--- config.mk ---
export PLATFORM = sky130hd
export DESIGN_NAME = move_capture
export DESIGN_NICKNAME = d
export VERILOG_FILES = /design/src/rtl/cattrap_pkg.sv /design/src/rtl/onehot_to_index.sv /design/src/rtl/move_capture.sv
export SDC_FILE = /design/constraint.sdc
export NUM_CORES = 1
export LEC_CHECK = 0
export CAP_MARGIN = 20
export CORE_MARGIN = 2
export CORE_UTILIZATION = 56
export CTS_BUF_LIST = sky130_fd_sc_hd__clkbuf_8
export DETAILED_ROUTE_END_ITERATION = 10
export PLACE_DENSITY = 0.79
export SLEW_MARGIN = 25
export SYNTH_ARGS = -nofsm -noshare
export SYNTH_HDL_FRONTEND = slang
export SYNTH_SLANG_ARGS = --single-unit
--- constraint.sdc ---
create_clock -name clk -period 4.9 [get_ports clk]
set_input_delay 0.98 -clock clk [delete_from_list [all_inputs] [get_ports clk]]
set_output_delay 0.98 -clock clk [all_outputs]
set_load 0.03 [all_outputs]
--- src/rtl/cattrap_pkg.sv ---
// Shared types for the cat-trap board: grid geometry and
// the move_capture state encoding.
package cattrap_pkg;

  localparam int GRID_N = 8;
  localparam int IDX_W  = 3;

  typedef enum logic [1:0] {
    IDLE     = 2'd0,
    PRESS_DB = 2'd1,
    OFFER    = 2'd2,
    REL_DB   = 2'd3
  } mc_state_t;

endpackage

--- src/rtl/onehot_to_index.sv ---
// One-hot bank to binary index, with a flag that is set only
// when exactly one bit of the bank is high.
module onehot_to_index
  import cattrap_pkg::*;
(
  input  logic [GRID_N-1:0] in,
  output logic [IDX_W-1:0]  idx,
  output logic              onehot_ok
);

  always_comb begin
    idx = '0;
    for (int i = 0; i < GRID_N; i++) begin
      if (in[i]) idx = idx | IDX_W'(i);
    end
  end

  // Non-zero with no second bit: clearing the lowest set bit leaves zero
  assign onehot_ok = (in != '0) &&
                     ((in & (in - GRID_N'(1))) == '0);

endmodule

--- src/rtl/move_capture.sv ---
// Debounced commit button plus one-hot Row/Col capture, offered as a move
// on valid/ready. Define MOVE_CAPTURE_ERR_COUNT_EN to add err_count.
module move_capture
  import cattrap_pkg::*;
#(
  parameter int DEBOUNCE_CYCLES = 1000000,
  parameter int CNT_W           = 20
) (
  input  logic              clk,
  input  logic              Reset,
  input  logic              BtnU,
  input  logic [GRID_N-1:0] Row,
  input  logic [GRID_N-1:0] Col,
  output logic              move_valid,
  input  logic              move_ready,
  output logic [IDX_W-1:0]  move_row,
  output logic [IDX_W-1:0]  move_col,
  output logic              invalid_pulse,
`ifdef MOVE_CAPTURE_ERR_COUNT_EN
  output logic [7:0]        err_count,
`endif
  output logic              busy
);

  localparam logic [CNT_W-1:0] DB_MAX = CNT_W'(DEBOUNCE_CYCLES);

  logic              btn_m, btn_s;
  logic [GRID_N-1:0] row_m, row_s, col_m, col_s;
  logic [IDX_W-1:0]  row_idx, col_idx;
  logic              row_ok, col_ok;

  mc_state_t         state, state_n;
  logic [CNT_W-1:0]  cnt, cnt_n;
  logic [IDX_W-1:0]  row_q, row_n, col_q, col_n;
  logic              inv_q, inv_n;

  always_ff @(posedge clk or posedge Reset) begin
    if (Reset) begin
      btn_m <= 1'b0;
      btn_s <= 1'b0;
      row_m <= '0;
      row_s <= '0;
      col_m <= '0;
      col_s <= '0;
    end else begin
      btn_m <= BtnU;
      btn_s <= btn_m;
      row_m <= Row;
      row_s <= row_m;
      col_m <= Col;
      col_s <= col_m;
    end
  end

  onehot_to_index u_row (
    .in        (row_s),
    .idx       (row_idx),
    .onehot_ok (row_ok)
  );

  onehot_to_index u_col (
    .in        (col_s),
    .idx       (col_idx),
    .onehot_ok (col_ok)
  );

  always_comb begin
    state_n = state;
    cnt_n   = cnt;
    row_n   = row_q;
    col_n   = col_q;
    inv_n   = 1'b0;
    unique case (state)
      IDLE: begin
        cnt_n = '0;
        if (btn_s) begin
          state_n = PRESS_DB;
          cnt_n   = CNT_W'(1);
        end
      end
      PRESS_DB: begin
        if (!btn_s) begin
          state_n = IDLE;
          cnt_n   = '0;
        end else if (cnt == DB_MAX) begin
          cnt_n = '0;
          if (row_ok && col_ok) begin
            state_n = OFFER;
            row_n   = row_idx;
            col_n   = col_idx;
          end else begin
            state_n = REL_DB;
            inv_n   = 1'b1;
          end
        end else begin
          cnt_n = cnt + 1'b1;
        end
      end
      OFFER: begin
        if (move_ready) begin
          state_n = REL_DB;
          cnt_n   = '0;
        end
      end
      REL_DB: begin
        if (btn_s) begin
          cnt_n = '0;
        end else if (cnt == DB_MAX) begin
          state_n = IDLE;
          cnt_n   = '0;
        end else begin
          cnt_n = cnt + 1'b1;
        end
      end
    endcase
  end

  always_ff @(posedge clk or posedge Reset) begin
    if (Reset) begin
      state <= IDLE;
      cnt   <= '0;
      row_q <= '0;
      col_q <= '0;
      inv_q <= 1'b0;
    end else begin
      state <= state_n;
      cnt   <= cnt_n;
      row_q <= row_n;
      col_q <= col_n;
      inv_q <= inv_n;
    end
  end

`ifdef MOVE_CAPTURE_ERR_COUNT_EN
  always_ff @(posedge clk or posedge Reset) begin
    if (Reset) begin
      err_count <= '0;
    end else if (inv_q && err_count != 8'hFF) begin
      err_count <= err_count + 8'd1;
    end
  end
`endif

  // Decoded from the state register so reset clears them at once
  assign move_valid    = (state == OFFER);
  assign busy          = (state != IDLE);
  assign move_row      = row_q;
  assign move_col      = col_q;
  assign invalid_pulse = inv_q;

endmodule

==> implementation parameters <==
Parameter                              Value

Power
  Static leakage power ... 0.00130 uW
  IR drop worst, VDD ... 0.000228 V
  Total power divided by cell area ... 342 nW/um2

Routing
  Count of antenna-violating nets left after detailed routing ... 0
  Vias per cell ... 5.49
  Avg WL per Cell ... 14.0 um
  Initial DRC count ... ~150
  DRC violation count after routing ... 0
  Total routed wirelength ... 4.29 mm
  Via count ... 1,680
  Count of TritonRoute iterations in the first routing pass ... 4

Global route
  Largest net degree at the start of global routing ... 35
  GRT Overall Usage ... 0.197
  Number of global-route vias before repair ... 1,573
  Antenna violations before repair ... 0
  First-pass GRT wire length ... 7.58 mm
  Residual overflow from global routing ... 0

Clocking
  Post-CTS Setup Bufs ... 0
  Clock slew at the register clock pins of the worst setup and hold paths ... approximately 0.060 ns
  Clk root buf ... sky130_fd_sc_hd__clkbuf_8
  Maximum number of buffers from clock root to sink ... 2
  Clk Latency, worst-skew pair ... 0.33 ns
  Clock tree from TritonCTS ... yes
  Sinks on Clock Net ... 63
  Count of instances resized after the clock tree is built ... 0
  Number of buffers created by CTS ... 9
  Total of hold buffers inserted after clock tree synthesis ... 0
  CTS H-Tree Depth ... 3

Final layout
  FILL cells ... 325
  Area growth from synthesis to final layout ... 21.2%
  Final cell count without fillers ... 306
  Sequential cell area ... 1580 um2
  Area of the multi-input gates ... 957 um2
  Final layout net count ... 272
  Diodes inserted ... 0
  Core utilization of the finished layout ... 0.711
  Proportion of layout cells with a drive suffix above 1 ... 0.114
  Final Instance Area ... 3140 um2

Logic synthesis
  Fraction of synthesis flops using an asynchronous set or reset pin ... 1.00
  Multiplexer area fraction after synthesis ... 0.0275
  XOR/XNOR share of the synthesized area ... 0.0575
  Post-synthesis average cell area ... 12.2 um2
  Synthesized cell area ... 2590 um2
  Post-Syn Nets ... 235
  Number of warnings issued by yosys ... 0
  Basic-gate share of the synthesized area counting and, or, nand and nor cells ... 0.194
  Area share of fa/ha/maj cells after synthesis ... 0.00967
  Gate Count Post-Synth ... 213
  Unique masters post-synth ... 46
  Most common flop cell mapped by yosys ... sky130_fd_sc_hd__dfrtp_1
  Main combinational cell family by area after synthesis ... simple AND/OR/NAND/NOR gates
  Number of register bits inferred by synthesis ... 63
  Number of flops mapped to enable cells by yosys ... 0
  Complex-gate fraction of the synthesized area ... 0.0812
  Share of synthesized area occupied by flip-flops and latches ... 0.609

STA
  Number of hold violations in the final report ... 0
  Post-layout minimum cycle time ... 2.68 ns
  Portion of the clock cycle consumed by the worst path in the final layout ... 0.547
  Unrepaired setup endpoints after global routing ... no
  Pins Over Slew Limit ... 0
  Max Clk Rate ... approximately 370 MHz
  Least-Margin Pin Slew ... 0.617 ns
  Setup skew after layout ... 0.00495 ns
  Final setup fails ... 0
  Total Neg Setup Slack ... 0 ns
  Final hold slack ... 0.347 ns
  Slew HR ... 0.588

Placed design
  HPWL Detailed ... 2.91 mm
  Area of placed instances ... 2920 um2
  Placed cell count ... 291
  RD Place Congestion ... 0.791
  Port Buf Inserts ... 28

Job
  # Max-Cap Violations ... 0

Critical path
  Buffers and inverters on the worst path ... 1
  Worst reg2reg endpoint ... cnt[5]
  Kind of end point of the critical path ... primary output
  Number of cell instances on the worst register-to-register path ... 5
  WP data required ... 3.92 ns
  Type of the worst setup path ... register to primary output
  Delay-heaviest family, CP ... buffers and inverters
  CP peak stage delay ... approximately 0.60 ns
  Critical path fanouts, max ... 6
  FF-to-FF Start ... cnt[10]
  CP startpoint kind ... register
  Critical Path AT ... 1.70 ns
  Highest-delay cell along the critical path ... sky130_fd_sc_hd__clkdlybuf4s50_1
  R2R setup slack ... 2.69 ns
  Cell-by-cell trace of the critical path ... or2_2 > clkdlybuf4s50_1

Die
  Height of the chip ... just over 70 um
  Number of standard-cell rows in the floorplan ... 24
  Core Box Area ... 4410 um2
  Number of I/O pins ... 29
  Total Die Area ... 5180 um2
  Effective utilization at floorplan ... 0.586
  Width of the die ... 72.0 um

Min path
  Hold path depth ... 0
  Startpoint of the worst hold path ... col_m[5]
  WHS Endpoint ... col_s[5]
  Hold crit path type ... register to register

Run status
  Outcome ... complete, no violations
[layout by cell type (no fill, tap or decap), types with 2 or more instances in the layout]
master                             n
sky130_fd_sc_hd__a21o_1            2
sky130_fd_sc_hd__a21oi_1           5
sky130_fd_sc_hd__and2_1            3
sky130_fd_sc_hd__and3_1            2
sky130_fd_sc_hd__and4_1            2
sky130_fd_sc_hd__bufinv_16         2
sky130_fd_sc_hd__clkbuf_8         10
sky130_fd_sc_hd__clkdlybuf4s50_1  28
sky130_fd_sc_hd__dfrtp_1          63
sky130_fd_sc_hd__ha_1              2
sky130_fd_sc_hd__inv_1            11
sky130_fd_sc_hd__mux2_4            4
sky130_fd_sc_hd__nand2_1           7
sky130_fd_sc_hd__nand2b_1          4
sky130_fd_sc_hd__nand3_1           8
sky130_fd_sc_hd__nand4_1           4
sky130_fd_sc_hd__nor2_1           23
sky130_fd_sc_hd__nor3_1           11
sky130_fd_sc_hd__nor3b_1           2
sky130_fd_sc_hd__nor4_1            4
sky130_fd_sc_hd__nor4_2            2
sky130_fd_sc_hd__nor4b_1           3
sky130_fd_sc_hd__o21a_1            2
sky130_fd_sc_hd__o21ai_0           6
sky130_fd_sc_hd__o2bb2ai_1         3
sky130_fd_sc_hd__or4_1             2
sky130_fd_sc_hd__xnor2_1          14
sky130_fd_sc_hd__xor2_1            3
[where the power goes]
group / internal (uW) / switching (uW) / leakage (uW)
clock: 294 / 183 / 0.000111
combinational: 23.6 / 24.4 / 0.000397
sequential: 536 / 12.5 / 0.000797
[flip-flops by register name, indices dropped and copies added (netlist names), 3 cells and up, named ones only]
register,flops
move_row,3
move_col,3
row_s,8
cnt,20
col_m,8
col_s,8
row_m,8
[per-layer routing]
| layer | global-route usage | vias up | share of wire |
|---|---|---|---|
| met5 | 0 | - | 0 |
| met4 | 0.0818 | 0 | 0.011 |
| met3 | 0.0694 | 5 | 0.042 |
| met2 | 0.276 | 33 | 0.46 |
| met1 | 0.283 | 810 | 0.48 |
| li1 | - | 832 | - |
[stage by stage]
step	total power [uW]	worst slack, ns
2_1_floorplan	582	2.35
3_3_place_gp	605	2.17
3_5_place_dp	607	2.13
4_1_cts	1080	2.20
5_1_grt	1120	2.16
6_report	1070	2.22
[Yosys cell counts (all sizes together), types with 2 or more instances]
library cell | instances | area, um2
nor4b | 4 | 41.3
o21ai | 7 | 38.8
nor4 | 7 | 71.3
dfrtp | 63 | 1580
nand2 | 7 | 26.3
nor3b | 2 | 15.0
mux2 | 5 | 71.3
and4 | 2 | 17.5
nand3 | 8 | 40.0
o21a | 2 | 15.0
buf | 3 | 17.5
nor3 | 11 | 55.1
ha | 2 | 25.0
xnor2 | 14 | 123
a21oi | 6 | 33.8
or4 | 2 | 15.0
o2bb2ai | 3 | 26.3
nand4 | 5 | 46.3
and2 | 3 | 18.8
nor2 | 23 | 86.3
a21o | 2 | 15.0
xor2 | 3 | 26.3
nand2b | 4 | 25.0
inv | 10 | 37.5
and3 | 2 | 12.5
[kinds of logic (layout without fill, tap and decap cells)]
logic type,after synthesis,after routing
AOI/OAI and AO/OA,29,29
DFF,63,63
and+or+nand+nor,84,84
adders and majority gates,2,2
xor gates and xnor gates,17,17
muxes,5,5
buffers and inverters,13,54
[worst max-delay path by stage]
stage | from | to | slack, ns | cells past startpoint
after global routing | state[0] | busy | 2.16 | 2
after global placement | move_ready | cnt[18] | 2.17 | 6
after floorplan | Reset | asynchronous set/reset pin | 2.35 | 1
final | state[0] | busy | 2.22 | 2
after detailed placement | move_ready | cnt[18] | 2.13 | 6
after CTS | state[0] | busy | 2.20 | 2
[cell type report]
class / count / share of cell area
flip-flops and latches: 63 / 0.503
multi-input cells: 137 / 0.305
repair buffers: 29 / 0.0917
clock buffers: 10 / 0.0439
clock inverters: 5 / 0.0239
well taps: 52 / 0.0207
inverters: 10 / 0.0120
(Power assumes the default switching activity.)
